**src/rtl/uart_tx_scheduler.sv**
```systemverilog
// Round-robin scheduler that feeds bytes from NREQ requesters into a single UART transmitter.
// Guards each write with a busy-acknowledge timeout and counts completed bytes.
module uart_tx_scheduler #(
  parameter int unsigned NREQ        = 4,
  parameter int unsigned ACK_TIMEOUT = 255
) (
  input  logic                      clk,
  input  logic                      reset,
  input  logic                      cfg_enable,
  input  logic [NREQ-1:0]           req_valid,
  input  logic [8*NREQ-1:0]         req_data,
  output logic [NREQ-1:0]           req_ready,
  output logic [7:0]                tx_data,
  output logic                      tx_wr,
  output logic                      tx_en,
  input  logic                      tx_busy,
  output logic [$clog2(NREQ)-1:0]   grant_id,
  output logic                      active,
  output logic                      err_timeout,
  input  logic                      err_clr,
  output logic [15:0]               bytes_sent
);

  localparam int unsigned IdW  = $clog2(NREQ);
  localparam int unsigned CntW = (ACK_TIMEOUT < 1) ? 1 : $clog2(ACK_TIMEOUT + 1);
  localparam logic [CntW-1:0] AckMax = CntW'(ACK_TIMEOUT);

  typedef enum logic [1:0] {StIdle, StIssue, StWaitBusy, StWaitDone} state_e;

  state_e            state_q, state_d;
  logic [NREQ-1:0]   req_ready_q, req_ready_d;
  logic [7:0]        tx_data_q, tx_data_d;
  logic              tx_wr_q, tx_wr_d;
  logic              tx_en_q, tx_en_d;
  logic [IdW-1:0]    grant_id_q, grant_id_d;
  logic              active_q, active_d;
  logic              err_q, err_d;
  logic [15:0]       bytes_sent_q, bytes_sent_d;
  logic [CntW-1:0]   cnt_q, cnt_d;

  logic              win_found;
  logic [IdW-1:0]    win_idx;
  logic [IdW-1:0]    cand;

  // Search starts one past the last grant so every requester gets a turn.
  always_comb begin
    win_found = 1'b0;
    win_idx   = '0;
    cand      = '0;
    for (int unsigned i = 1; i <= NREQ; i++) begin
      cand = IdW'((32'(grant_id_q) + i) % NREQ);
      if (!win_found && req_valid[cand]) begin
        win_found = 1'b1;
        win_idx   = cand;
      end
    end
  end

  always_comb begin
    state_d      = state_q;
    req_ready_d  = '0;
    tx_data_d    = tx_data_q;
    tx_wr_d      = tx_wr_q;
    tx_en_d      = tx_en_q;
    grant_id_d   = grant_id_q;
    err_d        = err_q;
    bytes_sent_d = bytes_sent_q;
    cnt_d        = cnt_q;

    if (err_clr) begin
      err_d = 1'b0;
    end

    unique case (state_q)
      StIdle: begin
        if (cfg_enable && !tx_busy && win_found) begin
          state_d     = StIssue;
          tx_data_d   = req_data[8*win_idx +: 8];
          grant_id_d  = win_idx;
          req_ready_d = NREQ'(1) << win_idx;
          tx_wr_d     = 1'b1;
          tx_en_d     = 1'b1;
        end
      end
      StIssue: begin
        state_d = StWaitBusy;
        cnt_d   = '0;
      end
      StWaitBusy: begin
        cnt_d = cnt_q + 1'b1;
        if (tx_busy) begin
          state_d = StWaitDone;
        end else if (cnt_q == AckMax) begin
          // Timeout set is applied after the clear so a same-cycle set wins.
          err_d   = 1'b1;
          tx_wr_d = 1'b0;
          tx_en_d = 1'b0;
          state_d = StIdle;
        end
      end
      StWaitDone: begin
        if (!tx_busy) begin
          state_d      = StIdle;
          bytes_sent_d = bytes_sent_q + 16'd1;
          tx_wr_d      = 1'b0;
          tx_en_d      = 1'b0;
        end
      end
      default: state_d = StIdle;
    endcase

    active_d = (state_d != StIdle);
  end

  always_ff @(posedge clk or negedge reset) begin
    if (!reset) begin
      state_q      <= StIdle;
      req_ready_q  <= '0;
      tx_data_q    <= 8'h00;
      tx_wr_q      <= 1'b0;
      tx_en_q      <= 1'b0;
      grant_id_q   <= IdW'(NREQ - 1);
      active_q     <= 1'b0;
      err_q        <= 1'b0;
      bytes_sent_q <= 16'h0000;
      cnt_q        <= '0;
    end else begin
      state_q      <= state_d;
      req_ready_q  <= req_ready_d;
      tx_data_q    <= tx_data_d;
      tx_wr_q      <= tx_wr_d;
      tx_en_q      <= tx_en_d;
      grant_id_q   <= grant_id_d;
      active_q     <= active_d;
      err_q        <= err_d;
      bytes_sent_q <= bytes_sent_d;
      cnt_q        <= cnt_d;
    end
  end

  assign req_ready   = req_ready_q;
  assign tx_data     = tx_data_q;
  assign tx_wr       = tx_wr_q;
  assign tx_en       = tx_en_q;
  assign grant_id    = grant_id_q;
  assign active      = active_q;
  assign err_timeout = err_q;
  assign bytes_sent  = bytes_sent_q;

endmodule

```
**config.mk**
```make
export PLATFORM = sky130hd
export DESIGN_NAME = uart_tx_scheduler
export DESIGN_NICKNAME = d
export VERILOG_FILES = /design/src/rtl/uart_tx_scheduler.sv
export SDC_FILE = /design/constraint.sdc
export NUM_CORES = 1
export LEC_CHECK = 0
export ABC_AREA = 0
export CAP_MARGIN = 20
export CORE_UTILIZATION = 30
export CTS_BUF_LIST = sky130_fd_sc_hd__clkbuf_4
export CTS_CLUSTER_SIZE = 25
export DETAILED_ROUTE_END_ITERATION = 16
export GPL_ROUTABILITY_DRIVEN = 0
export PLACE_DENSITY = 0.57
export SKIP_CTS_REPAIR_TIMING = 1
export SLEW_MARGIN = 20
export SYNTH_ARGS = -nofsm -noshare
export SYNTH_HDL_FRONTEND = slang
export SYNTH_SLANG_ARGS = --single-unit
```
**constraint.sdc**
```tcl
create_clock -name clk -period 2 [get_ports clk]
set_clock_uncertainty 0.15 [all_clocks]
set_input_delay 0.4 -clock clk [delete_from_list [all_inputs] [get_ports clk]]
set_output_delay 0.4 -clock clk [all_outputs]
set_load 0.03 [all_outputs]
```
**Word level (Yosys, flattened, before mapping)**

Cells that the tools add are included.

- $add $sub $neg: 6
- Shift-type cells: 2
- Equality and inequality tests: 8
- Reduce and logical (&&, ||, !) cells: 16
- Div/mod/pow operators: 0
- $mul: 0
- Bitwise logic cells: 1
- Mux-type cells: 33
- Order comparisons: 4

Operators with widths:

| cell | count |
|---|---|
| indexed part select 32 x 6 -> 8 bit | 1 |
| adder 16 x 1 -> 16 bit (second input constant) | 1 |
| two-way mux 1 bit | 16 |
| two-way mux 2 bit | 8 |
| one-hot mux 8 bit (2 select lines) | 1 |
| less-than comparator 2 x 3 -> 1 bit (second input constant) | 4 |
| adder 8 x 1 -> 8 bit (second input constant) | 1 |
| binary-select mux 1 bit (select 2 bit) | 4 |
| == test 8 bit (second input constant) | 1 |
| two-way mux 4 bit | 2 |
| != test 2 bit (second input constant) | 4 |
| one-hot mux 2 bit (4 select lines) | 1 |
| logical AND 1 bit | 5 |
| AND reduction 5 bit | 1 |
| adder 2 x 1 -> 2 bit (second input constant) | 2 |
| adder 2 bit (second input constant) | 2 |
| == test 2 bit (second input constant) | 2 |
| zero test 1 bit | 4 |
| AND reduction 2 bit | 2 |
| nonzero test 2 bit | 2 |
| << shifter 1 x 2 -> 4 bit (first input constant) | 1 |
| one-hot mux 1 bit (3 select lines) | 1 |
| nonzero test 3 bit | 1 |
| == test 2 x 1 -> 1 bit (second input constant) | 1 |
| other kinds (2) | 2 |

- Memory bits (writable): 0
- Output and inout bits: 34
- Input port bits: 41
- Word-level logic and storage cells: 79
- Register bits after elaboration: 43
- Bits in read-only memories: 0
- Bits in latches: 0
- Memories kept: 0

**Logic depth before layout (Yosys ltp)**

- Word-level depth: 17
- Mapped depth: 8

**Least setup slack after synthesis**

Ideal clock, no wire load.

- Path type: register to register
- From: register grant_id_q[1], in the netlist grant_id[1]
- To: register tx_data_q[0], in the netlist tx_data[0]
- Arrival: 1.691 ns
- Path buffers: 1
- Slack: 0.072 ns
- Setup time: 0.087 ns
- Data required time: 1.763 ns
- Cell stages (with the launch flop): 7
- Path through: dfstp_2 -> mux2i_1 -> o22a_1 -> o21ai_1 -> buf_2 -> mux2_1 -> o211ai_1

- Longest elaborated chain between the ends: 15
- Elaborated cells on any way between the ends: 29
- Classes of those cells: add/sub: 4; shift: 1; mux: 16; reduce/logical: 8

Ends and longest elaborated chain:

| item | line | source |
|---|---|---|
| start, declared | 35 | `logic [IdW-1:0] grant_id_q, grant_id_d;` |
| start signal, assigned | 122 | `grant_id_q <= IdW'(NREQ - 1);` |
| start signal, assigned | 133 | `grant_id_q <= grant_id_d;` |
| parallel branches: the longest is 15 deep, another holds adder 2 x 1 -> 2 bit | -- |  |
| end signal, assigned | 130 | `tx_data_q <= tx_data_d;` |
| end, declared | 32 | `logic [7:0] tx_data_q, tx_data_d;` |

Several ways; the timed one is not identified. The select of a mux whose other input is x is not followed.
A chain may end at the register's enable or synchronous reset.

**Final worst setup path**

- From: input port req_valid[1]
- To: register tx_data_q[6], in the netlist tx_data[6]

- Longest elaborated chain between the ends: 14
- Elaborated cells on any way between the ends: 25
- Classes of those cells: shift: 1; mux: 16; reduce/logical: 8

Ends and longest elaborated chain:

| item | line | source |
|---|---|---|
| start, declared | 10 | `input logic [NREQ-1:0] req_valid,` |
| parallel branches: the longest is 14 deep, another holds binary-select mux 1 bit (select 2 bit) | -- |  |

Several ways; the timed one is not identified. The select of a mux whose other input is x is not followed.

==> impl_metrics.toml <==
[placed_design]
pre_cts_ws_ps = -353
io_buffers = 74
placed_cells = 410
dp_hpwl_um = 4160

[yosys]
synth_flop_cell = "dfrtp_1"
ys_top_cells_by_area = "dfrtp_1, nand3_1, xnor2_1"
yosysWarnings = 0
synth_seq_cells = 43
synth_cells = 225
async_flop_share_pct = 100
synth_common_cells = "dfrtp_1, nand2_1, nand3_1"
synth_edf_count = 0
syn-num-nets = 271
synth_seq_area_share_pct = 47.8
syn_avg_cell_area_um2 = 10.0
synth.distinct_cells = 39
yosysTopAreaCell = "dfrtp_1"
synth.top_cell.area_share_pct = 45.5
syn_area_um2 = 2260
yosysMostFrequentCell = "dfrtp_1"

[die]
ioPinCount = 75
core_um2 = 7250
die-height_um = 88.7
die_w_um = 88.7
die_area_um2 = 7870
start_util_pct = 31.1
rows = 31

[pwr]
pwr-share-seq_pct = 34.1
ir_drop_uv = 637
p_leak_nw = 1.79
clkPwrFrac_pct = 14.3
power_frac_comb_pct = 51.6
p_switching_mw = 1.53
power_density_nw_per_um2 = 1100
internal_power_mw = 2.24
switching_share_pct = 40.7
fin_total_pwr_mw = 3.77

[critical_path]
cpPeakStageDelay_ps = 550
worstPathMaxFanout = 19
arrival_ps = 2020
crit_type = "input pin to flip-flop"
worst_path_max_delay_cell = "or4_4"
required_ps = 2080
path_delay_family = "simple AND/OR/NAND/NOR gates"
cp.buffers_inverters = 2
crit_path_cell_trace = "clkdlybuf4s50_1, or4_4, and3_4, buf_12, nand3_1, mux2_1, o211ai_1"
start_kind = "input pin"
critPathCaptureType = "flip-flop"

[run]
cap_violations = 0

[finish]
diodes = 0
final_nets = 365
synthToLayoutAreaGrowth_pct = 52.8
drive_above_1_share_pct = 14.4
num-fill-cells = 705
final-instance-count-excl-fill = 419

[routing]
first_pass_iters = 4
via_per_inst = 4.67
wl_per_cell_um = 13.2
wl_um = 5520
drc = 0
drtIter0Drc = 51
vias = 1955
ant_nets = 0

[global_route]
grt_antenna_before_repair = 0
overflow = 0
grt_max_degree = 27
grt_pass1_vias = 1852
grt_use_total_pct = 14.4
grt_pass1_wl_um = 8690

[sta]
layout_setup_ws_ps = 57.9
hold_slack_ps = 332
slew_viol_final = 0
setup_violations = 0
relSlewSlack_pct = 69.5
clock.fmax_ghz = 0.515
rsz0062_at_grt = "true"
min_period_ps = 1940
hold_viol = 0
worst_slew_pin_slew_ps = 457
finalCritPeriodShare_pct = 97.1

[status]
outcome = "finished, final reports clean"

[clock_network]
clockBufferDepth = 2
numCtsBuffers = 5
clock-root-buffer = "clkbuf_4"
cts_tree = "yes"
cts.clk_slew.worst_paths_ps = 140
clock_sinks = 43
htreeDepth = 2
clk_latency_ps = 350

[min_path]
hold_class = "flip-flop to flip-flop"
-- path summary, 6_finish.rpt --
check	from	end	slack, ps	cells after the start
min	bytes_sent[15]	bytes_sent[15]	330	1
min in group asynchronous	reset	tx_data[7]	370	2
max	req_valid[1]	tx_data[6]	60	7
max reg2reg	grant_id[1]	tx_data[6]	70	6
max in group asynchronous	reset	bytes_sent[1]	830	3
min reg2reg	bytes_sent[15]	bytes_sent[15]	330	1
-- power groups by stage --
stage	clock (mW)	sequential, mW	combinational, mW
global route	0.596	1.32	2.13
finish	0.540	1.29	1.95
CTS	0.570	1.29	1.96
floorplan	0	1.59	0.863
detailed placement	0	1.31	1.95
global placement	0	1.29	1.93
-- cell usage in the layout, fill, tap and decap left out, types with 6 or more instances in the layout --
cell             instances
nand3_1                 27
mux2_1                   6
dfrtp_1                 40
dlymetal6s2s_1          26
nor2_1                  13
o21ai_0                  7
clkdlybuf4s50_1         47
mux2i_1                 10
buf_4                   15
nand2_1                 28
o211ai_1                 8
inv_1                    7
xnor2_1                 15
-- logic make-up (layout without fill, tap and decap cells) --
logic type	count (synthesis)	in the layout	share of synthesized area, %
AOI/OAI and AO/OA	32	32	10.0
xor gates and xnor gates	17	17	6.60
adders and majority gates	5	5	2.77
buffers and inverters	16	111	3.66
DFF	43	43	47.8
muxes	19	19	8.93
and+or+nand+nor	93	93	20.2
-- routing by layer --
metal / wire, um / part of all wire (%) / track usage, % / up-vias
met3: 152 / 2.8 / 2.52 / 6
met2: 2780 / 50 / 24.2 / 32
met4: 80 / 1.5 / 4.84 / 0
met5: 0 / 0 / 0 / -
li1: - / - / - / 976
met1: 2500 / 45 / 18.8 / 941
-- registers in the layout, indices dropped and copies added (netlist names) --
signal / cells
bytes_sent: 16
cnt_q: 8
tx_data: 8
req_ready: 4
grant_id: 2
state_q: 2
active: 1
err_timeout: 1
tx_en: 1
-- per-stage QoR --
step / instance area, um^2 / TNS [ps] / util (%)
after floorplan: 2260 / 0 / -
after global placement: 3270 / -4780 / 45.1
after detailed placement: 3270 / -5140 / 45.1
after CTS: 3350 / -1260 / 46.1
after global routing: 3450 / -143 / 47.5
final: 3450 / 0 / 47.5
-- area by class of cell --
type	instances	area, um^2	area share, %
multi-input cells	166	1110	32.3
inverters	7	26.3	0.762
well taps	99	124	3.59
clock inverters	3	38.8	1.13
flip-flops and latches	43	1080	31.3
repair buffers	96	1030	29.8
clock buffers	5	37.5	1.09
Note: power is estimated with default switching activity, not from simulation.
